--- config.mk ---
export PLATFORM = sky130hd
export DESIGN_NAME = receiver_control
export DESIGN_NICKNAME = d
export VERILOG_FILES = /design/src/rtl/sender_receiver_pkg.sv /design/src/rtl/rcv_fifo.sv /design/src/rtl/receiver_control.sv
export SDC_FILE = /design/constraint.sdc
export NUM_CORES = 1
export LEC_CHECK = 0
export CELL_PAD_IN_SITES_DETAIL_PLACEMENT = 1
export CELL_PAD_IN_SITES_GLOBAL_PLACEMENT = 1
export CORE_ASPECT_RATIO = 1.1
export CORE_MARGIN = 5
export CORE_UTILIZATION = 26
export DETAILED_ROUTE_END_ITERATION = 10
export PLACE_DENSITY = 0.43
export SETUP_SLACK_MARGIN = 0.4
export SLEW_MARGIN = 30
export SYNTH_ARGS = -nofsm -noshare
export SYNTH_HDL_FRONTEND = slang
export SYNTH_SLANG_ARGS = --single-unit
--- constraint.sdc ---
create_clock -name clk -period 6 [get_ports clk]
set_input_delay 0.6 -clock clk [delete_from_list [all_inputs] [get_ports clk]]
set_output_delay 0.6 -clock clk [all_outputs]
set_load 0.02 [all_outputs]
--- src/rtl/sender_receiver_pkg.sv ---
// Shared constants and FSM state type for both ends of the serial Request/Ack link.
package sender_receiver_pkg;

    localparam int unsigned SR_WORD_W        = 16;
    localparam int unsigned SR_DEFAULT_DEPTH = 16;

    typedef enum logic [1:0] {
        ST_IDLE     = 2'd0,
        ST_ACK      = 2'd1,
        ST_WAIT_LOW = 2'd2
    } state_e;

endpackage

--- src/rtl/rcv_fifo.sv ---
// First-word-fall-through circular FIFO holding completed receive words.
module rcv_fifo
    import sender_receiver_pkg::*;
#(
    parameter int unsigned DEPTH  = SR_DEFAULT_DEPTH,
    parameter int unsigned WORD_W = SR_WORD_W
) (
    input  logic                     clk,
    input  logic                     i_rst,
    input  logic                     i_push,
    input  logic                     i_pop,
    input  logic [WORD_W-1:0]        i_wdata,
    output logic [WORD_W-1:0]        o_rdata,
    output logic                     o_empty,
    output logic                     o_full,
    output logic [$clog2(DEPTH):0]   o_count
);

    localparam int unsigned AW = $clog2(DEPTH);
    localparam int unsigned CW = AW + 1;

    logic [WORD_W-1:0] r_mem [DEPTH];
    logic [AW-1:0]     r_wr_ptr;
    logic [AW-1:0]     r_rd_ptr;
    logic [CW-1:0]     r_count;
    logic              w_do_push;
    logic              w_do_pop;

    assign o_empty   = (r_count == '0);
    assign o_full    = (r_count == CW'(DEPTH));
    // Full is judged on the pre-pop occupancy, so a push while full is dropped even with a pop.
    assign w_do_push = i_push && !o_full;
    assign w_do_pop  = i_pop && !o_empty;
    assign o_count   = r_count;
    assign o_rdata   = o_empty ? '0 : r_mem[r_rd_ptr];

    always_ff @(posedge clk or posedge i_rst) begin
        if (i_rst) begin
            r_wr_ptr <= '0;
            r_rd_ptr <= '0;
            r_count  <= '0;
        end else begin
            if (w_do_push) r_wr_ptr <= r_wr_ptr + AW'(1);
            if (w_do_pop)  r_rd_ptr <= r_rd_ptr + AW'(1);
            case ({w_do_push, w_do_pop})
                2'b10:   r_count <= r_count + CW'(1);
                2'b01:   r_count <= r_count - CW'(1);
                default: r_count <= r_count;
            endcase
        end
    end

    always_ff @(posedge clk) begin
        if (w_do_push) r_mem[r_wr_ptr] <= i_wdata;
    end

endmodule

--- src/rtl/receiver_control.sv ---
// Receiving end of the serial Request/Ack link: one bit per handshake, MSB first, into a FIFO.
// Optional RECEIVER_REQ_SYNC_EN adds two-flop synchronizers on Request and sdrDataIn.
module receiver_control
    import sender_receiver_pkg::*;
#(
    parameter int unsigned DEPTH  = SR_DEFAULT_DEPTH,
    parameter int unsigned WORD_W = SR_WORD_W
) (
    input  logic                        clk,
    input  logic                        Reset,
    input  logic                        Request,
    input  logic                        sdrDataIn,
    input  logic                        read,
    output logic                        Ack,
    output logic [WORD_W-1:0]           data,
    output logic                        empty,
    output logic                        full,
    output logic [$clog2(DEPTH):0]      count,
    output logic [$clog2(WORD_W)-1:0]   bitCnt
);

    localparam int unsigned BW = $clog2(WORD_W);

    logic          w_req;
    logic          w_din;
    state_e        r_state;
    state_e        w_state_nxt;
    logic          r_ack;
    logic          w_ack_nxt;
    // Only the low WORD_W-1 bits are ever needed: the top bit would be shifted out at push.
    logic [WORD_W-2:0] r_shift;
    logic [WORD_W-2:0] w_shift_nxt;
    logic [BW-1:0] r_bitcnt;
    logic [BW-1:0] w_bitcnt_nxt;
    logic          w_push;
    logic          w_last;
    logic          w_blocked;
    logic          w_full;

`ifdef RECEIVER_REQ_SYNC_EN
    logic r_req_s1, r_req_s2, r_din_s1, r_din_s2;

    always_ff @(posedge clk or posedge Reset) begin
        if (Reset) begin
            r_req_s1 <= 1'b0;
            r_req_s2 <= 1'b0;
            r_din_s1 <= 1'b0;
            r_din_s2 <= 1'b0;
        end else begin
            r_req_s1 <= Request;
            r_req_s2 <= r_req_s1;
            r_din_s1 <= sdrDataIn;
            r_din_s2 <= r_din_s1;
        end
    end

    assign w_req = r_req_s2;
    assign w_din = r_din_s2;
`else
    assign w_req = Request;
    assign w_din = sdrDataIn;
`endif

    assign w_last    = (r_bitcnt == BW'(WORD_W - 1));
    assign w_blocked = w_last && w_full;

    always_ff @(posedge clk or posedge Reset) begin
        if (Reset) begin
            r_state  <= ST_IDLE;
            r_ack    <= 1'b0;
            r_shift  <= '0;
            r_bitcnt <= '0;
        end else begin
            r_state  <= w_state_nxt;
            r_ack    <= w_ack_nxt;
            r_shift  <= w_shift_nxt;
            r_bitcnt <= w_bitcnt_nxt;
        end
    end

    always_comb begin
        w_state_nxt  = r_state;
        w_ack_nxt    = 1'b0;
        w_shift_nxt  = r_shift;
        w_bitcnt_nxt = r_bitcnt;
        w_push       = 1'b0;
        case (r_state)
            ST_IDLE: begin
                if (w_req && !w_blocked) begin
                    w_shift_nxt = {r_shift[WORD_W-3:0], w_din};
                    w_ack_nxt   = 1'b1;
                    w_state_nxt = ST_ACK;
                    if (w_last) begin
                        w_push       = 1'b1;
                        w_bitcnt_nxt = '0;
                    end else begin
                        w_bitcnt_nxt = r_bitcnt + BW'(1);
                    end
                end
            end
            ST_ACK:      w_state_nxt = ST_WAIT_LOW;
            ST_WAIT_LOW: if (!w_req) w_state_nxt = ST_IDLE;
            default:     w_state_nxt = ST_IDLE;
        endcase
    end

    rcv_fifo #(
        .DEPTH  (DEPTH),
        .WORD_W (WORD_W)
    ) u_fifo (
        .clk     (clk),
        .i_rst   (Reset),
        .i_push  (w_push),
        .i_pop   (read),
        .i_wdata ({r_shift, w_din}),
        .o_rdata (data),
        .o_empty (empty),
        .o_full  (w_full),
        .o_count (count)
    );

    assign full   = w_full;
    assign Ack    = r_ack;
    assign bitCnt = r_bitcnt;

endmodule

==> results.toml, run 1 <==
[worst_setup_path]
crit_slowest_cell = "dfrtp_2"
critical-path-top-delay-family = "buffers and inverters"
rr_startpoint = "u_fifo.o_count[2]"
critical_path_class = "flop to primary output"
required_ns = 5.40
cp.arrival_ns = 3.61
worst_setup_path_end_kind = "primary output"
worstSetupStartpointType = "flop"
critPathMaxFanout = 23
path_cells = "buf_4 -> mux4_2 -> mux2_2 -> o21ai_0 -> a21oi_1 -> clkdlybuf4s50_1"
critPathBufInv = 2
slowest_delay_ns = 0.85
ff2ff_setup_slack_ns = 2.79
regToRegEndpoint = "u_fifo.o_count[2]"
rr_worst_depth = 11

[place]
pre_cts_ws_ns = 2.074
dp_hpwl_um = 16090
io_buffers = 32
globalplace.congestion = 0.7098
place_area_mm2 = 0.01266

[yosys]
synthDistinctLibCells = 43
syn-cell-area_mm2 = 0.01159
ys_seq_area_frac = 0.7389
async_reset_ff_frac = 0.1203
synth_ff_type = "edfxtp_1"
yosysWarnings = 0
syn_inst = 561
avgSynthCellArea_um2 = 20.66
synth_nets = 575
ys_ff_latch = 291
synth_edf_count = 256

[layout]
layout-drive-gt1-share = 0.2938
layout_common_cells = "edfxtp_1 (256), mux4_2 (65), clkbuf_16 (35), clkdlybuf4s50_1 (32), dfrtp_1 (31)"
synthToLayoutAreaGrowth_pct = 18.96
fin_nets = 629
fin_area_mm2 = 0.01379
final_common_cell = "edfxtp_1"
diodes = 0
final_core_util = 0.3113

[detailed_routing]
wl_met3_um = 1126
met1_length_um = 11970
routed.top_layer = "met4"
drt_iter0_markers = 277
remaining_drc_errors = 0
postRouteWirelength_um = 27690
met2_length_um = 14060
wl_per_cell_um = 22.68
vias_per_cell = 4.444
ant_nets = 0
drt_first_pass_iters = 4
route.vias.total = 5426

[sta]
finalHoldViolCount = 0
finalSetupTns_ns = 0
slew_violations = 0
period_share = 0.7011
setup_viol = 0
worst_slew_pin_slew_ns = 0.8031
finalClockSkew_ns = 0.01953
finalWorstSetupSlack_ns = 1.794
finalCriticalPeriod_ns = 4.206
rsz0062_at_grt = "false"
maxSlewHeadroom = 0.4634
max_freq_mhz = 237.7

[cts]
clock-sinks = 291
htree_levels = 2
cts_root_buf = "clkbuf_16"
clkTransAtPathRegs_ns = 0.06
clk_latency_ns = 0.51
cts_buffers = 34
cts_tree = "yes"
cts.repair.resized = 0
hold_buffers = 0
post_cts_buffers = 0
cts_max_path_buffers = 3

[hold_path]
min_to = "r_state[1]"
hold_path_class = "flop to flop"
hp-start = "r_state[0]"
min_path_cells = 1

[pwr]
vdd_drop_max_mv = 0.2312
p_per_area_mw_per_mm2 = 503.3
leakage_nw = 4.488
power_w = 0.006938

[floorplan]
boundaryPins = 33
die_area_mm2 = 0.04890
core_mm2 = 0.04429
fp.dieW_um = 211.3
rows = 81
start_util = 0.2617
chipHeight_um = 231.4

[job]
drv_cap = 0

[run_status]
outcome = "complete, no violations"

[grt]
grt_max_degree = 38
grt_pass1_vias = 6274
antenna_found_initial = 1
grtUsageTotal = 0.1147
grt_pass1_wl_um = 41420
overflow = 0
layout make-up:
class                           instances  area (um^2)
Clock buffer                           49        978.4
Clock inverter                         12        136.4
Fill cell                            4407        30500
Inverter                               10        37.54
Multi-Input combinational cell        227         2860
Sequential cell                       291         8576
Tap cell                              581        726.9
Timing Repair Buffer                   51        470.5
report_power, final:
part / switching (W) / internal, W / total (W)
registers: 0.000544 / 0.00256 / 0.00310
logic: 0.000797 / 0.000975 / 0.00177
clock network: 0.000802 / 0.00126 / 0.00206
cells by family after synthesis:
kind of cell	share of synthesized area
flops	0.7389
mux	0.1762
compound gates	0.02343
simple gates	0.02386
buf+inv	0.01878
xor+xnor	0.009069
fa+ha+maj	0.009717
registers in the layout, indices dropped and copies added, names as in the netlist:
| name | count |
|---|---|
| u_fifo.r_mem | 256 |
| r_shift | 15 |
| u_fifo.o_count | 5 |
| bitCnt | 4 |
| u_fifo.r_rd_ptr | 4 |
| u_fifo.r_wr_ptr | 4 |
| r_state | 2 |
| Ack | 1 |
worst max-delay path by stage:
stage,start,end,cells after the start
2_1_floorplan,bitCnt[0],u_fifo.r_mem[0][0],6
5_1_grt,u_fifo.r_rd_ptr[2],data[8],6
6_report,u_fifo.r_rd_ptr[2],data[9],6
3_3_place_gp,Request,u_fifo.r_mem[4][8],7
4_1_cts,u_fifo.r_rd_ptr[2],data[9],6
3_5_place_dp,Request,u_fifo.r_mem[4][8],7
through the flow:
stage | hold WS, ns | cells
floorplan | 0.4664 | 561
global placement | 0.4869 | 1159
detailed placement | 0.5076 | 1160
CTS | 0.5166 | 1221
global route | 0.5332 | 1221
finish | 0.5128 | 1221
cell usage after synthesis, types with 5 or more instances:
| library cell | n | area share |
|---|---|---|
| mux2i_1 | 18 | 0.016 |
| buf_2 | 11 | 0.0048 |
| o21ai_0 | 18 | 0.0078 |
| mux2_2 | 26 | 0.025 |
| clkbuf_1 | 9 | 0.0029 |
| mux2_4 | 7 | 0.0091 |
| and2_1 | 10 | 0.0054 |
| dfrtp_1 | 35 | 0.076 |
| buf_4 | 7 | 0.0045 |
| xor2_1 | 5 | 0.0038 |
| xnor2_1 | 7 | 0.0053 |
| a21oi_1 | 19 | 0.0082 |
| nand2_1 | 7 | 0.0023 |
| nor2_1 | 5 | 0.0016 |
| ha_1 | 9 | 0.0097 |
| inv_1 | 9 | 0.0029 |
| edfxtp_1 | 256 | 0.66 |
| mux4_2 | 65 | 0.13 |
routing by layer:
layer,GRT usage,up-vias
met5,0,-
met4,0.02939,0
met3,0.02328,38
met2,0.1972,99
met1,0.1490,2905
li1,-,2384
worst reg2reg max path, stage by stage, from the launching register on:
cell	delay (ns)
dfrtp_1	0.49
nor4_4	0.39
or2b_2	0.59
nand2_1	0.24
inv_1	0.10
ha_1	0.31
xor2_1	0.20
ha_1	0.23
a21oi_1	0.16
xor2_1	0.16
nor2_1	0.07
xor2_1	0.15
No activity file was read; power rests on OpenSTA's default activity.
==> run 2, diff against run 1 <==
PLACE_DENSITY = 0.44   (was 0.43)
clock period = 3.4 ns   (was 6 ns; I/O delays follow)
==> results.toml, run 2 (synthesis results as in run 1) <==
[sta]
maxSlewHeadroom = 0.6171
finalClockSkew_ns = 0.01969
worst_slew_pin_slew_ns = 0.5744
setup_viol = 0
finalCriticalPeriod_ns = 2.927
finalHoldViolCount = 0
period_share = 0.8607
whs_ns = 0.2512
slew_violations = 0
finalSetupTns_ns = 0
max_freq_mhz = 341.7
rsz0062_at_grt = "true"

[grt]
overflow = 0
grtUsageTotal = 0.1190
antenna_found_initial = 0
grt_max_degree = 45
grt_pass1_vias = 6350
grt_pass1_wl_um = 42720

[detailed_routing]
route.vias.total = 5642
wl_per_cell_um = 23.23
vias_per_cell = 4.503
ant_nets = 0
remaining_drc_errors = 0
drt_first_pass_iters = 4
drt_iter0_markers = 343
postRouteWirelength_um = 29100

[cts]
clkTransAtPathRegs_ns = 0.06
cts_tree = "yes"
cts_max_path_buffers = 3
clk_latency_ns = 0.53
clock-sinks = 291
cts_root_buf = "clkbuf_16"
htree_levels = 2
cts_buffers = 35

[floorplan]
chipHeight_um = 231.4
core_mm2 = 0.04429
fp.dieW_um = 211.3
rows = 81
boundaryPins = 33
start_util = 0.2617
die_area_mm2 = 0.04890

[pwr]
p_int_w = 0.008503
p_clk_frac = 0.282
seq_power_share = 0.418
comb_power_share = 0.300
switchingPower_w = 0.003918
vdd_drop_max_mv = 0.3265
power_w = 0.01242
leakage_nw = 4.673
switching_share = 0.3154
p_per_area_mw_per_mm2 = 881.5

[layout]
final_core_util = 0.3181
final_common_cell = "edfxtp_1"
largest_register_ff_count = 256
fin_area_mm2 = 0.01409
layout-drive-gt1-share = 0.3289
layout_common_cells = "edfxtp_1 (256), mux4_2 (65), clkbuf_16 (38), buf_4 (35), dfrtp_1 (29)"
fin_nets = 659
top_register = "u_fifo.r_mem"
diodes = 0
synthToLayoutAreaGrowth_pct = 21.58

[worst_setup_path]
slowest_delay_ns = 0.53
rr_startpoint = "bitCnt[0]"
required_ns = 3.06
critical_path_class = "flop to primary output"
crit_slowest_cell = "mux4_2"
rr_worst_depth = 11
ff2ff_setup_slack_ns = 0.58
regToRegEndpoint = "u_fifo.o_count[2]"
worstSetupStartpointType = "flop"
critPathMaxFanout = 8
critical-path-top-delay-family = "multiplexers"
worst_setup_path_end_kind = "primary output"
path_cells = "buf_4 -> buf_12 -> mux4_2 -> mux2_2 -> o21ai_1 -> a21oi_1 -> clkdlybuf4s15_1"
cp.arrival_ns = 2.59
critPathBufInv = 3

[place]
globalplace.congestion = 0.7287
place_area_mm2 = 0.01280
dp_hpwl_um = 16180
io_buffers = 32

[hold_path]
hold_path_class = "primary input to async pin"

[job]
drv_cap = 0

[run_status]
outcome = "complete, no violations"
[run 2: cell types whose count changed in the layout (fill, tap and decap cells not counted), moves of 7 or more]
cell | previous run | this run
o21ai_0 | 18 | 11
buf_12 | 0 | 8
clkdlybuf4s50_1 | 32 | 16
clkbuf_1 | 9 | 16
buf_4 | 18 | 35
[run 2: timing repair]
item | in CTS | in global routing
pin swaps | 1 | 1
cloned | 1 | 2
buffers inserted | 5 | 8
endpoints found under the setup margin | 17 | 17
hold buffers | 0 | 0
gates resized for setup | 29 | 27
[run 2: per-stage QoR]
stage	worst slack, ns	std cells
after floorplan	-0.2661	561
after global placement	0.3977	1173
after detailed placement	0.2482	1173
after CTS	0.3255	1243
after global routing	0.3285	1253
final	0.4735	1253
[run 2: area by class of cell]
| class | instances | area (um^2) |
|---|---|---|
| Clock buffer | 56 | 1016 |
| Tap cell | 581 | 726.9 |
| Fill cell | 4419 | 30200 |
| Clock inverter | 8 | 60.06 |
| Timing Repair Buffer | 80 | 824.5 |
| Sequential cell | 291 | 8576 |
| Inverter | 10 | 37.54 |
| Multi-Input combinational cell | 227 | 2849 |
[run 2: routing by layer]
layer / wire, um / up-vias / global-route usage
li1: - / 2450 / -
met1: 12930 / 3033 / 0.1576
met2: 14320 / 109 / 0.1986
met3: 1181 / 50 / 0.02274
met4: 669 / 0 / 0.03745
met5: 0 / - / 0
[run 2: worst max-delay path by stage]
stage | cells past startpoint | slack, ns | end | startpoint
floorplan | 6 | -0.27 | u_fifo.r_mem[0][0] | bitCnt[0]
global placement | 10 | 0.40 | u_fifo.o_count[4] | Request
detailed placement | 11 | 0.25 | u_fifo.o_count[2] | Request
CTS | 6 | 0.33 | data[3] | u_fifo.r_rd_ptr[2]
global route | 7 | 0.33 | data[3] | u_fifo.r_rd_ptr[2]
finish | 7 | 0.47 | data[3] | u_fifo.r_rd_ptr[2]
[run 2: worst reg2reg max path, cell delays in order (launching register included)]
cell      delay (ns)
dfrtp_1         0.46
ha_2            0.32
nand3_1         0.15
a211oi_2        0.33
inv_2           0.16
ha_1            0.31
xor2_1          0.19
ha_1            0.23
a21oi_1         0.17
xor2_1          0.16
nor2_1          0.07
xor2_1          0.14
[run 2: power groups by stage]
stage	sequential (W)	clock [W]	combinational, W
2_1_floorplan	0.00497	0	0.00244
3_3_place_gp	0.00526	0	0.00349
3_5_place_dp	0.00533	0	0.00352
4_1_cts	0.00521	0.00363	0.00362
5_1_grt	0.00528	0.00380	0.00403
6_report	0.00520	0.00350	0.00373
